===== config.mk =====
export PLATFORM = sky130hd
export DESIGN_NAME = mdu_iterative
export DESIGN_NICKNAME = d
export VERILOG_FILES = /design/src/rtl/mdu_iterative.sv
export SDC_FILE = /design/constraint.sdc
export NUM_CORES = 1
export LEC_CHECK = 0
export CORE_MARGIN = 5
export CORE_UTILIZATION = 60
export DETAILED_ROUTE_END_ITERATION = 8
export GPL_TIMING_DRIVEN = 1
export PLACE_DENSITY = 0.85
export REMOVE_ABC_BUFFERS = 1
export SLEW_MARGIN = 20
export SYNTH_ARGS = -nofsm -noshare
export SYNTH_HDL_FRONTEND = slang
export SYNTH_SLANG_ARGS = --single-unit

===== constraint.sdc =====
create_clock -name clk -period 6.8 [get_ports clk]
set_input_delay 1.7 -clock clk [delete_from_list [all_inputs] [get_ports clk]]
set_output_delay 1.7 -clock clk [all_outputs]
set_load 0.02 [all_outputs]

===== src/rtl/mdu_iterative.sv =====
// mdu_iterative: iterative multiply/divide unit with architectural HI/LO.
//
// Sits beside the combinational ALU in the execute stage. Signed and
// unsigned multiply and divide run one bit per cycle. Each arithmetic
// operation has a constant latency of WIDTH+2 busy cycles, followed by a
// single done cycle. MTHI/MTLO write HI/LO directly without going busy.
//
// Ports:
//   clk          clock, all state updates on the rising edge
//   rst          synchronous, active-high reset
//   start        request, sampled only while busy=0 (IDLE or DONE)
//   op           000 MULT, 001 MULTU, 010 DIV, 011 DIVU, 100 MTHI,
//                101 MTLO, 11x reserved (ignored)
//   a            multiplicand / dividend / move-to data
//   b            multiplier / divisor
//   busy         high while an arithmetic operation is in progress
//   done         one-cycle pulse once hi/lo hold the new result
//   hi           HI register (high product half / remainder)
//   lo           LO register (low product half / quotient)
//   div_by_zero  registered flag, valid with done
module mdu_iterative #(
  parameter int WIDTH = 32
) (
  input  logic             clk,
  input  logic             rst,
  input  logic             start,
  input  logic [2:0]       op,
  input  logic [WIDTH-1:0] a,
  input  logic [WIDTH-1:0] b,
  output logic             busy,
  output logic             done,
  output logic [WIDTH-1:0] hi,
  output logic [WIDTH-1:0] lo,
  output logic             div_by_zero
);

  localparam int CNT_W = $clog2(WIDTH + 1);

  typedef enum logic [1:0] {
    S_IDLE,
    S_RUN,
    S_FIX,
    S_DONE
  } state_t;

  state_t           state;
  logic [CNT_W-1:0] cnt;

  // Operation context captured at start.
  logic               is_div;
  logic               neg_q;
  logic               neg_r;
  logic               dz;
  logic [WIDTH-1:0]   a_raw;
  logic [WIDTH-1:0]   opnd;
  logic [2*WIDTH-1:0] acc;

  // Magnitude of an operand; MIN maps to 2^(WIDTH-1), which is
  // representable as an unsigned WIDTH-bit value.
  function automatic logic [WIDTH-1:0] magnitude(input logic signed [WIDTH-1:0] v,
                                                 input logic sgn);
    logic [WIDTH-1:0] r;
    r = v;
    if (sgn && v < 0) r = -v;
    return r;
  endfunction

  function automatic logic [WIDTH-1:0] cond_neg_w(input logic [WIDTH-1:0] v,
                                                  input logic neg);
    return neg ? -v : v;
  endfunction

  function automatic logic [2*WIDTH-1:0] cond_neg_2w(input logic [2*WIDTH-1:0] v,
                                                     input logic neg);
    return neg ? -v : v;
  endfunction

  logic can_accept;
  logic accept_arith;
  logic op_signed;
  logic [WIDTH-1:0] mag_a;
  logic [WIDTH-1:0] mag_b;

  assign can_accept   = (state == S_IDLE) || (state == S_DONE);
  assign accept_arith = can_accept && start && !op[2];
  assign op_signed    = ~op[0];
  assign mag_a        = magnitude($signed(a), op_signed);
  assign mag_b        = magnitude($signed(b), op_signed);

  // Shift-add multiply step: acc = {partial product, remaining multiplier}.
  logic [WIDTH:0]     mul_sum;
  logic [2*WIDTH-1:0] mul_next;
  assign mul_sum  = {1'b0, acc[2*WIDTH-1:WIDTH]} + (acc[0] ? {1'b0, opnd} : '0);
  assign mul_next = {mul_sum, acc[WIDTH-1:1]};

  // Restoring divide step: acc = {partial remainder, dividend/quotient bits}.
  // The shifted remainder needs one extra bit before the trial subtract.
  logic [WIDTH:0]     div_shift;
  logic [WIDTH:0]     div_diff;
  logic               div_ok;
  logic [2*WIDTH-1:0] div_next;
  assign div_shift = acc[2*WIDTH-1:WIDTH-1];
  assign div_diff  = div_shift - {1'b0, opnd};
  assign div_ok    = ~div_diff[WIDTH];
  assign div_next  = {(div_ok ? div_diff[WIDTH-1:0] : div_shift[WIDTH-1:0]),
                      acc[WIDTH-2:0], div_ok};

  // Sign correction applied in FIX. DIV MIN/-1 needs no special case: the
  // magnitude quotient 2^(WIDTH-1) with a positive sign already reads as MIN
  // and the remainder is zero.
  logic [2*WIDTH-1:0] prod;
  logic [WIDTH-1:0]   fix_hi;
  logic [WIDTH-1:0]   fix_lo;
  assign prod = cond_neg_2w(acc, neg_q);

  always_comb begin
    fix_hi = prod[2*WIDTH-1:WIDTH];
    fix_lo = prod[WIDTH-1:0];
    if (is_div) begin
      if (dz) begin
        fix_lo = '1;
        fix_hi = a_raw;
      end else begin
        fix_lo = cond_neg_w(acc[WIDTH-1:0], neg_q);
        fix_hi = cond_neg_w(acc[2*WIDTH-1:WIDTH], neg_r);
      end
    end
  end

  // Control FSM and architectural registers.
  always_ff @(posedge clk) begin
    if (rst) begin
      state       <= S_IDLE;
      cnt         <= '0;
      busy        <= 1'b0;
      done        <= 1'b0;
      hi          <= '0;
      lo          <= '0;
      div_by_zero <= 1'b0;
    end else begin
      done <= 1'b0;
      case (state)
        S_IDLE, S_DONE: begin
          state <= S_IDLE;
          if (start) begin
            if (!op[2]) begin
              state <= S_RUN;
              busy  <= 1'b1;
              cnt   <= CNT_W'(WIDTH);
            end else if (!op[1]) begin
              if (op[0]) lo <= a;
              else       hi <= a;
              done        <= 1'b1;
              div_by_zero <= 1'b0;
            end
          end
        end
        // One extra RUN cycle with cnt==0 hands over to FIX, giving
        // WIDTH+2 busy cycles in total.
        S_RUN: begin
          if (cnt == '0) state <= S_FIX;
          else           cnt   <= cnt - 1'b1;
        end
        S_FIX: begin
          hi          <= fix_hi;
          lo          <= fix_lo;
          div_by_zero <= dz;
          done        <= 1'b1;
          busy        <= 1'b0;
          state       <= S_DONE;
        end
        default: state <= S_IDLE;
      endcase
    end
  end

  // Datapath: capture on accept, iterate in RUN. A zero divisor freezes the
  // accumulator while RUN still counts down so latency stays constant.
  always_ff @(posedge clk) begin
    if (accept_arith) begin
      is_div <= op[1];
      a_raw  <= a;
      dz     <= op[1] && (b == '0);
      neg_q  <= op_signed && (a[WIDTH-1] ^ b[WIDTH-1]);
      neg_r  <= op_signed && op[1] && a[WIDTH-1];
      if (op[1]) begin
        acc  <= {{WIDTH{1'b0}}, mag_a};
        opnd <= mag_b;
      end else begin
        acc  <= {{WIDTH{1'b0}}, mag_b};
        opnd <= mag_a;
      end
    end else if (state == S_RUN && cnt != '0 && !dz) begin
      acc <= is_div ? div_next : mul_next;
    end
  end

endmodule

Word level (Yosys, flattened, before mapping):

Index checks and enable logic that the tools add are counted.

* reductions and logical operators: 26
* equality and inequality tests: 11
* bitwise operators: 3
* $lt $le $gt $ge: 2
* add/subtract/negate cells: 8
* mux-type cells: 45

Operators with widths (number)
* $mux 32: 20
* $mux 64: 4
* $neg 32->32: 4
* $pmux 32 s2: 2
* $lt 32x1->1 const B: 2
* $neg 64->64: 1
* $add 32x32->33: 1
* $sub 33x32->33: 1
* $logic_not 32->1: 1
* $mux 6: 3
* $ne 2x2->1 const B: 8
* $pmux 6 s2: 1
* $logic_and 1x1->1: 10
* $mux 1: 10
* $reduce_and 5->1: 2
* $reduce_and 4->1: 2
* $logic_not 6->1: 1
* $pmux 1 s2: 3
* $pmux 2 s3: 1
* $reduce_bool 2->1: 3
* $reduce_bool 6->1: 1
* $sub 6x1->6 const B: 1
* $eq 2x2->1 const B: 2
* $reduce_and 3->1: 1
* other kinds (8): 10

* word-level logic and storage cells: 109
* input bits: 70
* register bits after elaboration: 207
* output and inout port bits: 67

Depth between registers and ports, before layout:

Gate-level depths: netlist of the first run.

* word-level depth: 5
* depth in mapped cells: 14
* depth with buffers taken out: 12

Worst setup path before layout of the first run:

No wires, ideal clock.

* path kind: reg2reg
* start: register dz
* end: register acc[0] (enable)
* cell stages (with the launch flop): 4
* clock period less this slack: 5.973 ns
* path buffers: 2
* setup slack: 0.827 ns
* arrival: 5.399 ns
* path through: edfxtp_1 -> clkbuf_1 -> clkbuf_1 -> o21ai_0

* longest elaborated chain between the ends: 3

Ends and longest elaborated chain
* from (decl): line 53 `logic dz;`
* from (signal assigned): line 183 `dz <= op[1] && (b == '0);`
* $logic_not 1->1: line 193 `end else if (state == S_RUN && cnt != '0 && !dz) begin`
* $logic_and 1x1->1: line 193
* $reduce_bool 2->1 (no line)
* to (signal assigned): line 187 `acc <= {{WIDTH{1'b0}}, mag_a};`
* to (signal assigned): line 190 `acc <= {{WIDTH{1'b0}}, mag_b};`
* to (signal assigned): line 194 `acc <= is_div ? div_next : mul_next;`
* to (decl): line 56 `logic [2*WIDTH-1:0] acc;`

Every way passes these cells.
A chain may end at the register's enable or synchronous reset.

Worst setup path after layout of the first run:

* start: input b[10]
* end: register acc[30] (data pin)

* longest elaborated chain between the ends: 5
* elaborated cells on any way between the ends: 6
* classes of those cells: 1 x add/sub; 1 x order compare; 3 x mux; 1 x reduce/logical

Ends and longest elaborated chain
* from (decl): line 29 `input logic [WIDTH-1:0] b,`
* $lt 32x1->1: line 64 `if (sgn && v < 0) r = -v;`
* $logic_and 1x1->1: line 64
* $mux 32 *: line 64
* $mux 32 *: line 186 `if (op[1]) begin`
* $mux 64 *: line 180 `if (accept_arith) begin`

Every way passes the cells marked *; elsewhere a longest branch is shown, timed or not.

==> results of run 1 <==
## layout by cell type, fill, tap and decap left out, drive strengths merged, types with 27 or more instances in the layout
| cell type | n |
|---|---|
| xor2 | 72 |
| nor4 | 27 |
| nand2 | 153 |
| a21oi | 195 |
| dfxtp | 75 |
| mux2i | 136 |
| o31ai | 30 |
| ha | 72 |
| o21ai | 127 |
| o211ai | 35 |
| o221ai | 30 |
| nor2 | 173 |
| nor3 | 38 |
| clkbuf | 29 |
| xnor2 | 134 |
| edfxtp | 132 |
| inv | 64 |
| clkdlybuf4s50 | 134 |
| nand2b | 35 |
## flip-flops by register name, summed over array words and instances, names as in the netlist, 2 cells and up
| name | count |
|---|---|
| hi | 32 |
| cnt | 6 |
| a_raw | 32 |
| opnd | 32 |
| acc | 64 |
| state | 2 |
| lo | 32 |
## worst max path at each step
| stage | end | slack (ns) | cells past startpoint |
|---|---|---|---|
| finish | acc[30] | 2.11 | 9 |
| global route | acc[28] | 1.94 | 10 |
| CTS | acc[30] | 2.22 | 9 |
| detailed placement | acc[30] | 1.69 | 9 |
| global placement | acc[28] | 1.73 | 10 |
| floorplan | acc[0] | 0.23 | 2 |
## power groups by stage
stage | clock (mW) | combinational (mW) | sequential [mW]
2_1_floorplan | 0 | 2.39 | 2.14
3_3_place_gp | 0 | 3.34 | 2.10
3_5_place_dp | 0 | 3.41 | 2.11
4_1_cts | 1.29 | 3.45 | 2.09
5_1_grt | 1.35 | 3.83 | 2.14
6_report | 1.29 | 3.51 | 2.11
## through the flow
stage | hold slack (ns) | area, um2
floorplan | 0.4764 | 16140
global placement | 0.4396 | 18130
detailed placement | 0.4453 | 18130
CTS | 0.4531 | 18890
global route | 0.4693 | 18890
finish | 0.4494 | 18890
## cells by family after synthesis
kind of cell | Yosys count
and+or+nand+nor | 568
DFF | 207
muxes | 142
xor gates and xnor gates | 206
adders and majority gates | 74
buffers and inverters | 182
AOI/OAI and AO/OA | 556
## critical path, cell delays in order
cell and delay [ns]:
clkdlybuf4s50_1 0.52, or4_4 0.54, nor4_1 0.47, or4b_2 0.74, nor4_4 0.31, a21oi_1 0.15
xor2_1 0.20, o211ai_1 0.20, o21ai_0 0.12
## final cells by class
cell class	count	area share [%]
Clock buffer	29	3.390
Clock inverter	12	0.6159
Multi-Input combinational cell	1546	55.48
Timing Repair Buffer	151	7.827
Inverter	65	1.298
Tap cell	372	2.463
Sequential cell	207	28.93
## routing by layer
| metal | up-vias | wire (um) | share of wire, % | global-route usage, % |
|---|---|---|---|---|
| li1 | 7237 | - | - | - |
| met1 | 7426 | 20550 | 40 | 44.68 |
| met2 | 993 | 22860 | 44 | 49.99 |
| met3 | 169 | 5935 | 12 | 5.332 |
| met4 | 0 | 2075 | 4.0 | 12.54 |
| met5 | - | 0 | 0 | 0 |
==> flow_metrics.tcl, run 1 <==
set metrics [dict create \
    yosys.area.top_type "edfxtp_1" \
    n_antenna_cell 0 \
    antenna_found_initial 0 \
    crit_type "in -> reg" \
    cp_data_arrival_time_ns 4.94 \
    area_growth_pct 13.85 \
    synth_area_mm2 0.01660 \
    synthArstFlopShare_pct 0 \
    setup_tns_ns 0 \
    synth_edf_count 132 \
    htree_levels 1 \
    worstPathRequired_ns 7.05 \
    run_status "complete, no violations" \
    synth_top_family_by_area "compound AO/OA/AOI/OAI gates" \
    synth_fa_ha_area_share_pct 5.669 \
    register_area_mm2 0.005465 \
    fin_nets 2138 \
    synthXorXnorAreaFrac_pct 10.87 \
    power_leakage_nw 7.075 \
    gp_congestion 0.9896 \
    drt_pass1_iterations 6 \
    crit_start "b[10]" \
    cts.sinks 207 \
    power.total_mw 6.913 \
    cp-start-kind "primary input" \
    pre_cts_slack_ns 1.686 \
    dieHeight_um 176.3 \
    numPlacedInstances 2341 \
    post-route-util_pct 69.72 \
    ys.flop_type "edfxtp_1" \
    drc_errors 0 \
    netSwitchingFraction_pct 43.12 \
    tightest_slew_ns 1.090 \
    maxSlewViolCount 0 \
    combPwrFrac_pct 50.8 \
    clkTransAtPathRegs_ns 0.06 \
    core_mm2 0.02710 \
    grt_pass1_wl_um 80940 \
    fp-row-count 60 \
    multi_input_area_mm2 0.01048 \
    cts_made_buffers 23 \
    ioPinCount 137 \
    grt_max_degree 134 \
    setup_violations 0 \
    synth_compound_area_share_pct 20.85 \
    min_from "lo[27]" \
    fillers 2064 \
    ys_warn_count 0 \
    finalWorstSetupSlack_ns 2.106 \
    synth_seq_area_share_pct 32.93 \
    synthDominantCellAreaShare_pct 23.88 \
    final_hold_viol_count 0 \
    wl_per_cell_um 21.59 \
    fin_skew_ns 0.02072 \
    place_hpwl_um 36790 \
    avgSynthCellArea_um2 8.577 \
    finalCritPeriodShare_pct 69.03 \
    viasPerCell 6.644 \
    antenna_left 0 \
    pwr-share-seq_pct 30.6 \
    clkLatencyLatePin_ns 0.53 \
    die-area_mm2 0.03109 \
    overflow 0 \
    min_delay_worst_endpoint "lo[27]" \
    fmaxAchievable_mhz 213.1 \
    postCtsSetupBuffers 0 \
    min_path_cells 2 \
    yosys-top-cells-area "edfxtp_1 (24%), dfxtp_1 (9.0%), mux2i_1 (8.2%)" \
    critPathMaxFanout 5 \
    start_util_pct 61.24 \
    hold_buffers 0 \
    drtIter0Drc 2107 \
    netlist_instances 1935 \
    cts_tree "built" \
    cts_root_buf "clkbuf_16" \
    ir_drop_uv 282.6 \
    r2r_end "acc[32]" \
    cts_resized 0 \
    relSlewSlack_pct 27.27 \
    p_clk_share_pct 18.7 \
    rsz0062_at_grt "no" \
    r2r-start "acc[31]" \
    power.switching_mw 2.981 \
    ys_seq_elements 207 \
    p_per_area_mw_per_mm2 365.9 \
    drive_gt1_share_pct 4.378 \
    cts_buffer_depth 3 \
    reg2reg_depth 13 \
    synth.top_cells.by_count "a21oi_1 (194), nor2_1 (173), nand2_1 (153)" \
    fin_crit_ns 4.694 \
    yosysMostFrequentCell "a21oi_1" \
    synth_cell_types 76 \
    stdcell_count 2382 \
    synthSimpleGateAreaFrac_pct 16.88 \
    hp-class "reg -> reg" \
    critical_path.endpoint_type "register" \
    intPower_mw 3.932 \
    vias 15825 \
    grt_use_total_pct 32.03 \
    die_w_um 176.3 \
    numPortBuffers 136 \
    max_cap_viol_count 0 \
    synth_mux_area_share_pct 8.610 \
    grt_pass1_vias 15126 \
    wl_um 51420 \
    r2r_slack_ns 2.38 \
]
Power figures use the tool's default switching activity.
==> run 2: changes to the inputs <==
==> constraint.sdc (replaced) <==
create_clock -name clk -period 4.65 [get_ports clk]
set_input_delay 1.1625 -clock clk [delete_from_list [all_inputs] [get_ports clk]]
set_output_delay 1.1625 -clock clk [all_outputs]
set_load 0.02 [all_outputs]
==> run 2 against run 1 <==
Net effect:
- non-clock buffer count increased by 32
- combinational power rose by 50%
- final area up 1.6%
- clock power rose by 51%
- die area unchanged
- clock-buffer cell count unchanged
- setup slack got worse by 1.5 ns
- wire length is 2.2% higher
- register-to-register slack worse by 1.8 ns
- sequential share of layout area decreased by 0.46 points
- clock skew decreased by 0.0080 ns
- utilization rose by 1.1 points
- critical endpoint is now acc[26]
- highest routed layer unchanged
==> flow_metrics.tcl, run 2 (synthesis results as in run 1) <==
set metrics [dict create \
    fmaxAchievable_mhz 247.3 \
    cts.sinks 207 \
    critPathMaxFanout 5 \
    drt_pass1_iterations 6 \
    numPortBuffers 136 \
    fillers 2048 \
    p_clk_share_pct 18.9 \
    cp_data_arrival_time_ns 4.29 \
    wl_per_cell_um 21.77 \
    multi_input_area_mm2 0.01048 \
    n_antenna_cell 0 \
    largest_reg_flops 64 \
    hp-class "reg -> reg" \
    fp-row-count 60 \
    gp_congestion 1.013 \
    htree_levels 1 \
    cts_made_buffers 23 \
    final_cell_mix "a21oi_1 (194), nor2_1 (173), nand2_1 (153)" \
    max_cap_viol_count 0 \
    fin_skew_ns 0.01276 \
    vias 16058 \
    grt_pass1_wl_um 81980 \
    critical_path.endpoint_type "register" \
    cts_root_buf "clkbuf_16" \
    ioPinCount 137 \
    power_leakage_nw 7.246 \
    tightest_slew_ns 1.078 \
    overflow 0 \
    p_per_area_mw_per_mm2 536.6 \
    rsz0062_at_grt "no" \
    final_hold_viol_count 0 \
    die_w_um 176.3 \
    run_status "complete, no violations" \
    grt_max_degree 78 \
    place_hpwl_um 38380 \
    fin_nets 2170 \
    maxSlewViolCount 0 \
    worstPathRequired_ns 4.90 \
    drive_gt1_share_pct 5.730 \
    setup_violations 0 \
    fin_crit_ns 4.043 \
    core_mm2 0.02710 \
    design_area_mm2 0.01920 \
    start_util_pct 61.24 \
    drc_errors 0 \
    post-route-util_pct 70.84 \
    postCtsSetupBuffers 0 \
    intPower_mw 5.897 \
    cts_resized 0 \
    placed_cell_area_mm2 0.01841 \
    layout.cells.most_common "a21oi_1" \
    cts_buffer_depth 3 \
    viasPerCell 6.652 \
    relSlewSlack_pct 28.14 \
    antenna_found_initial 0 \
    clkTransAtPathRegs_ns 0.06 \
    clkLatencyLatePin_ns 0.53 \
    die-area_mm2 0.03109 \
    cp-start-kind "primary input" \
    finalCritPeriodShare_pct 86.95 \
    crit_type "in -> reg" \
    regMostFlops "acc" \
    hold_buffers 0 \
    drtIter0Drc 2095 \
    cts_tree "built" \
    netSwitchingFraction_pct 42.77 \
    area_growth_pct 15.69 \
    power.switching_mw 4.406 \
    pwr-share-seq_pct 30.0 \
    antenna_left 0 \
    r2r_slack_ns 0.62 \
    dieHeight_um 176.3 \
    wl_um 52540 \
    grt_use_total_pct 32.46 \
    ir_drop_uv 452.1 \
    combPwrFrac_pct 51.0 \
    min_path_cells 2 \
    reg2reg_depth 13 \
    grt_pass1_vias 15115 \
    register_area_mm2 0.005465 \
]
## run 2: cell types whose count changed in the layout (fill, tap and decap cells not counted)
cell,change
clkinvlp_4,+1
clkinv_4,-1
bufinv_16,+1
buf_12,+3
clkinv_2,-3
nand2_2,-1
clkbuf_8,+1
buf_4,+29
clkinv_1,+2
and2_1,+1
and2_2,-1
nand2_1,+1
clkbuf_1,-1
## run 2: power groups by stage
stage / Clock [mW] / Sequential (mW) / Combinational [mW]
3_3_place_gp: 0 / 3.07 / 4.97
5_1_grt: 2.03 / 3.13 / 5.71
3_5_place_dp: 0 / 3.09 / 5.10
6_report: 1.95 / 3.09 / 5.26
2_1_floorplan: 0 / 3.13 / 3.49
4_1_cts: 1.94 / 3.06 / 5.17
## run 2: path summary, 6_finish.rpt
check,from,endpoint
max,b[12],acc[26]
min,lo[27],lo[27]
max reg2reg,acc[0],acc[60]
min reg2reg,lo[27],lo[27]
## run 2: critical path: stages
cell and delay [ns]:
clkdlybuf4s50_1 0.46, or4_4 0.57, nor4_1 0.26, buf_4 0.20, or4b_2 0.67, nor4_4 0.32
a21oi_1 0.14, xnor2_1 0.23, mux2i_1 0.10, nand2_1 0.09, o21ai_0 0.08
## run 2: layer usage
| metal | up-vias | global-route usage [%] | routed length (um) |
|---|---|---|---|
| met3 | 172 | 4.111 | 5699 |
| met4 | 0 | 11.60 | 2051 |
| li1 | 7305 | - | - |
| met5 | - | 0 | 0 |
| met2 | 1045 | 51.66 | 23770 |
| met1 | 7536 | 45.72 | 21030 |
## run 2: through the flow
step                      total power, mW  TNS (ns)  setup WS [ns]  instances  hold WS [ns]
after floorplan                     6.620    -99.92         -1.380       1818        0.4764
after global placement              8.044         0         0.2499       2373        0.4398
after CTS                           10.18         0         0.6681       2414        0.4545
final                               10.30         0         0.6068       2414        0.4523
after detailed placement            8.191         0         0.2177       2373        0.4481
after global routing                10.87         0         0.4105       2414        0.4786
## run 2: final cells by class
type / instances / area share (%)
multi-input cells: 1546 / 54.58
flip-flops and latches: 207 / 28.47
repair buffers: 183 / 9.150
clock buffers: 29 / 3.389
well taps: 372 / 2.424
inverters: 65 / 1.277
clock inverters: 12 / 0.7168
==> run 3: changes to the inputs <==
--- a/config.mk
+++ b/config.mk
@@ -10,7 +10,6 @@
 export DETAILED_ROUTE_END_ITERATION = 8
 export GPL_TIMING_DRIVEN = 1
 export PLACE_DENSITY = 0.85
-export REMOVE_ABC_BUFFERS = 1
 export SLEW_MARGIN = 20
 export SYNTH_ARGS = -nofsm -noshare
 export SYNTH_HDL_FRONTEND = slang
==> run 3 against run 2 <==
Net effect:
- non-clock buffer count rose by 3
- clock-buffer cell count did not move
- highest routed layer unchanged
- global-route usage rose by 2.7 points
- setup slack got worse by 0.30 ns
- sequential power barely moved
- power rose by 2.0%
- largest cell class unchanged
==> flow_metrics.tcl, run 3 (synthesis results as in run 1) <==
set metrics [dict create \
    antenna_left 0 \
    post-route-util_pct 70.87 \
    relSlewSlack_pct 23.97 \
    cpMostUsedCell "nor2_1" \
    crit_type "reg -> reg" \
    path_delay_family "compound AO/OA/AOI/OAI gates" \
    die-area_mm2 0.03109 \
    power.total_mw 10.51 \
    p_per_area_mw_per_mm2 547.2 \
    netSwitchingFraction_pct 43.86 \
    timing.critical_path.buf_inv 2 \
    max_cap_viol_count 0 \
    wl_um 56870 \
    wl_per_cell_um 23.48 \
    area_growth_pct 15.73 \
    intPower_mw 5.900 \
    grt_use_total_pct 35.15 \
    min_path_cells 2 \
    critical_path.endpoint_type "register" \
    postCtsSetupBuffers 0 \
    run_status "complete, no violations" \
    cp_data_arrival_time_ns 4.64 \
    final_cell_mix "a21oi_1 (194), nor2_1 (173), nand2_1 (153)" \
    tightest_slew_ns 1.140 \
    fmaxAchievable_mhz 230.2 \
    worst-path-stages 13 \
    syn_nets 2079 \
    critPathMaxFanout 8 \
    cp_slowest_stage_delay_ns 0.50 \
    timing.hold.ws_ns 0.4549 \
    place_hpwl_um 42020 \
    fin_nets 2175 \
    htree_levels 1 \
    cp_slowest_cell "a2111oi_0" \
    hold_buffers 0 \
    cts_made_buffers 25 \
    n_antenna_cell 0 \
    fillers 2136 \
    finalCritPeriodShare_pct 93.41 \
    viasPerCell 6.715 \
    setup_tns_ns 0 \
    layout.cells.most_common "a21oi_1" \
    gp_congestion 1.042 \
    numPortBuffers 136 \
    dieHeight_um 176.3 \
    die_w_um 176.3 \
    power_leakage_nw 7.279 \
    clkLatencyLatePin_ns 0.56 \
    pre_cts_slack_ns 0.2672 \
    core_mm2 0.02710 \
    power.switching_mw 4.610 \
    path_cells "inv_1 -> nor2_1 -> ha_1 -> a21oi_1 -> or3b_2 -> a2111oi_0 -> buf_4 -> nor2_1 -> a211oi_1 -> or2_2 -> o21ai_0 -> xor2_1 -> o2111a_1" \
    start_util_pct 61.24 \
    largest_reg_flops 64 \
    drc_errors 0 \
    drive_gt1_share_pct 6.049 \
    p_clk_share_pct 19.3 \
    grt_pass1_wl_um 86620 \
    rsz0062_at_grt "no" \
    fin_crit_ns 4.344 \
    cts.sinks 207 \
    maxSlewViolCount 0 \
    fp-row-count 60 \
    cts_tree "built" \
    drtIter0Drc 1929 \
    cts_buffer_depth 3 \
    finalWorstSetupSlack_ns 0.3062 \
    fin_skew_ns 0.02544 \
    final_hold_viol_count 0 \
    regMostFlops "acc" \
    cp-start-kind "register" \
    grt_max_degree 74 \
    combPwrFrac_pct 51.3 \
    pwr-share-seq_pct 29.4 \
    drt_pass1_iterations 6 \
    ir_drop_uv 288.8 \
    cts_resized 0 \
    setup_violations 0 \
    worstPathRequired_ns 4.94 \
    ioPinCount 137 \
    reg2reg_depth 13 \
    hp-class "reg -> reg" \
    grt_pass1_vias 15403 \
    overflow 0 \
    antenna_found_initial 0 \
    cts_root_buf "clkbuf_16" \
    clkTransAtPathRegs_ns 0.06 \
    vias 16263 \
]
-- run 3: cell count changes in the layout (fill, tap and decap cells not counted), moves of 2 or more --
cell / delta
inv_4: +3
buf_4: +6
clkinvlp_4: -2
buf_12: -3
-- run 3: final timing paths --
| path | from | to | slack, ns |
|---|---|---|---|
| min reg2reg | lo[13] | lo[13] | 0.45 |
| min | lo[13] | lo[13] | 0.45 |
| max | acc[0] | acc[60] | 0.31 |
| max reg2reg | acc[0] | acc[60] | 0.31 |
-- run 3: cell type report --
class / instances / area (um2) / share of cell area, %
inverters: 65 / 245.2 / 1.277
multi-input cells: 1546 / 10460 / 54.47
clock buffers: 29 / 640.6 / 3.336
well taps: 372 / 465.4 / 2.423
repair buffers: 186 / 1742 / 9.068
flip-flops and latches: 207 / 5465 / 28.46
clock inverters: 17 / 186.4 / 0.9707
-- run 3: metrics by stage --
step	area, um2	instances
2_1_floorplan	16600	1935
3_3_place_gp	18380	2376
3_5_place_dp	18380	2376
4_1_cts	19210	2422
5_1_grt	19210	2422
6_report	19210	2422
-- run 3: worst register-to-register path, cell delays in order, from the launching register on --
cell       delay [ns]
edfxtp_1         0.48
inv_1            0.41
nor2_1           0.14
ha_1             0.36
a21oi_1          0.36
or3b_2           0.47
a2111oi_0        0.50
buf_4            0.22
nor2_1           0.07
a211oi_1         0.35
or2_2            0.21
o21ai_0          0.12
xor2_1           0.16
o2111a_1         0.23
-- run 3: layer usage --
layer / vias up / global-route usage [%] / routed length (um)
met2: 1075 / 55.87 / 25520
met4: 0 / 18.75 / 3516
met3: 217 / 8.180 / 6564
li1: 7324 / - / -
met1: 7647 / 44.57 / 21260
met5: - / 0 / 0
-- run 3: power groups by stage --
stage          logic (mW)  registers, mW  clock network, mW
2_1_floorplan        3.68           3.02                  0
3_3_place_gp         5.10           3.09                  0
3_5_place_dp         5.23           3.10                  0
4_1_cts              5.28           3.07               2.02
5_1_grt              5.82           3.13               2.11
6_report             5.39           3.09               2.02
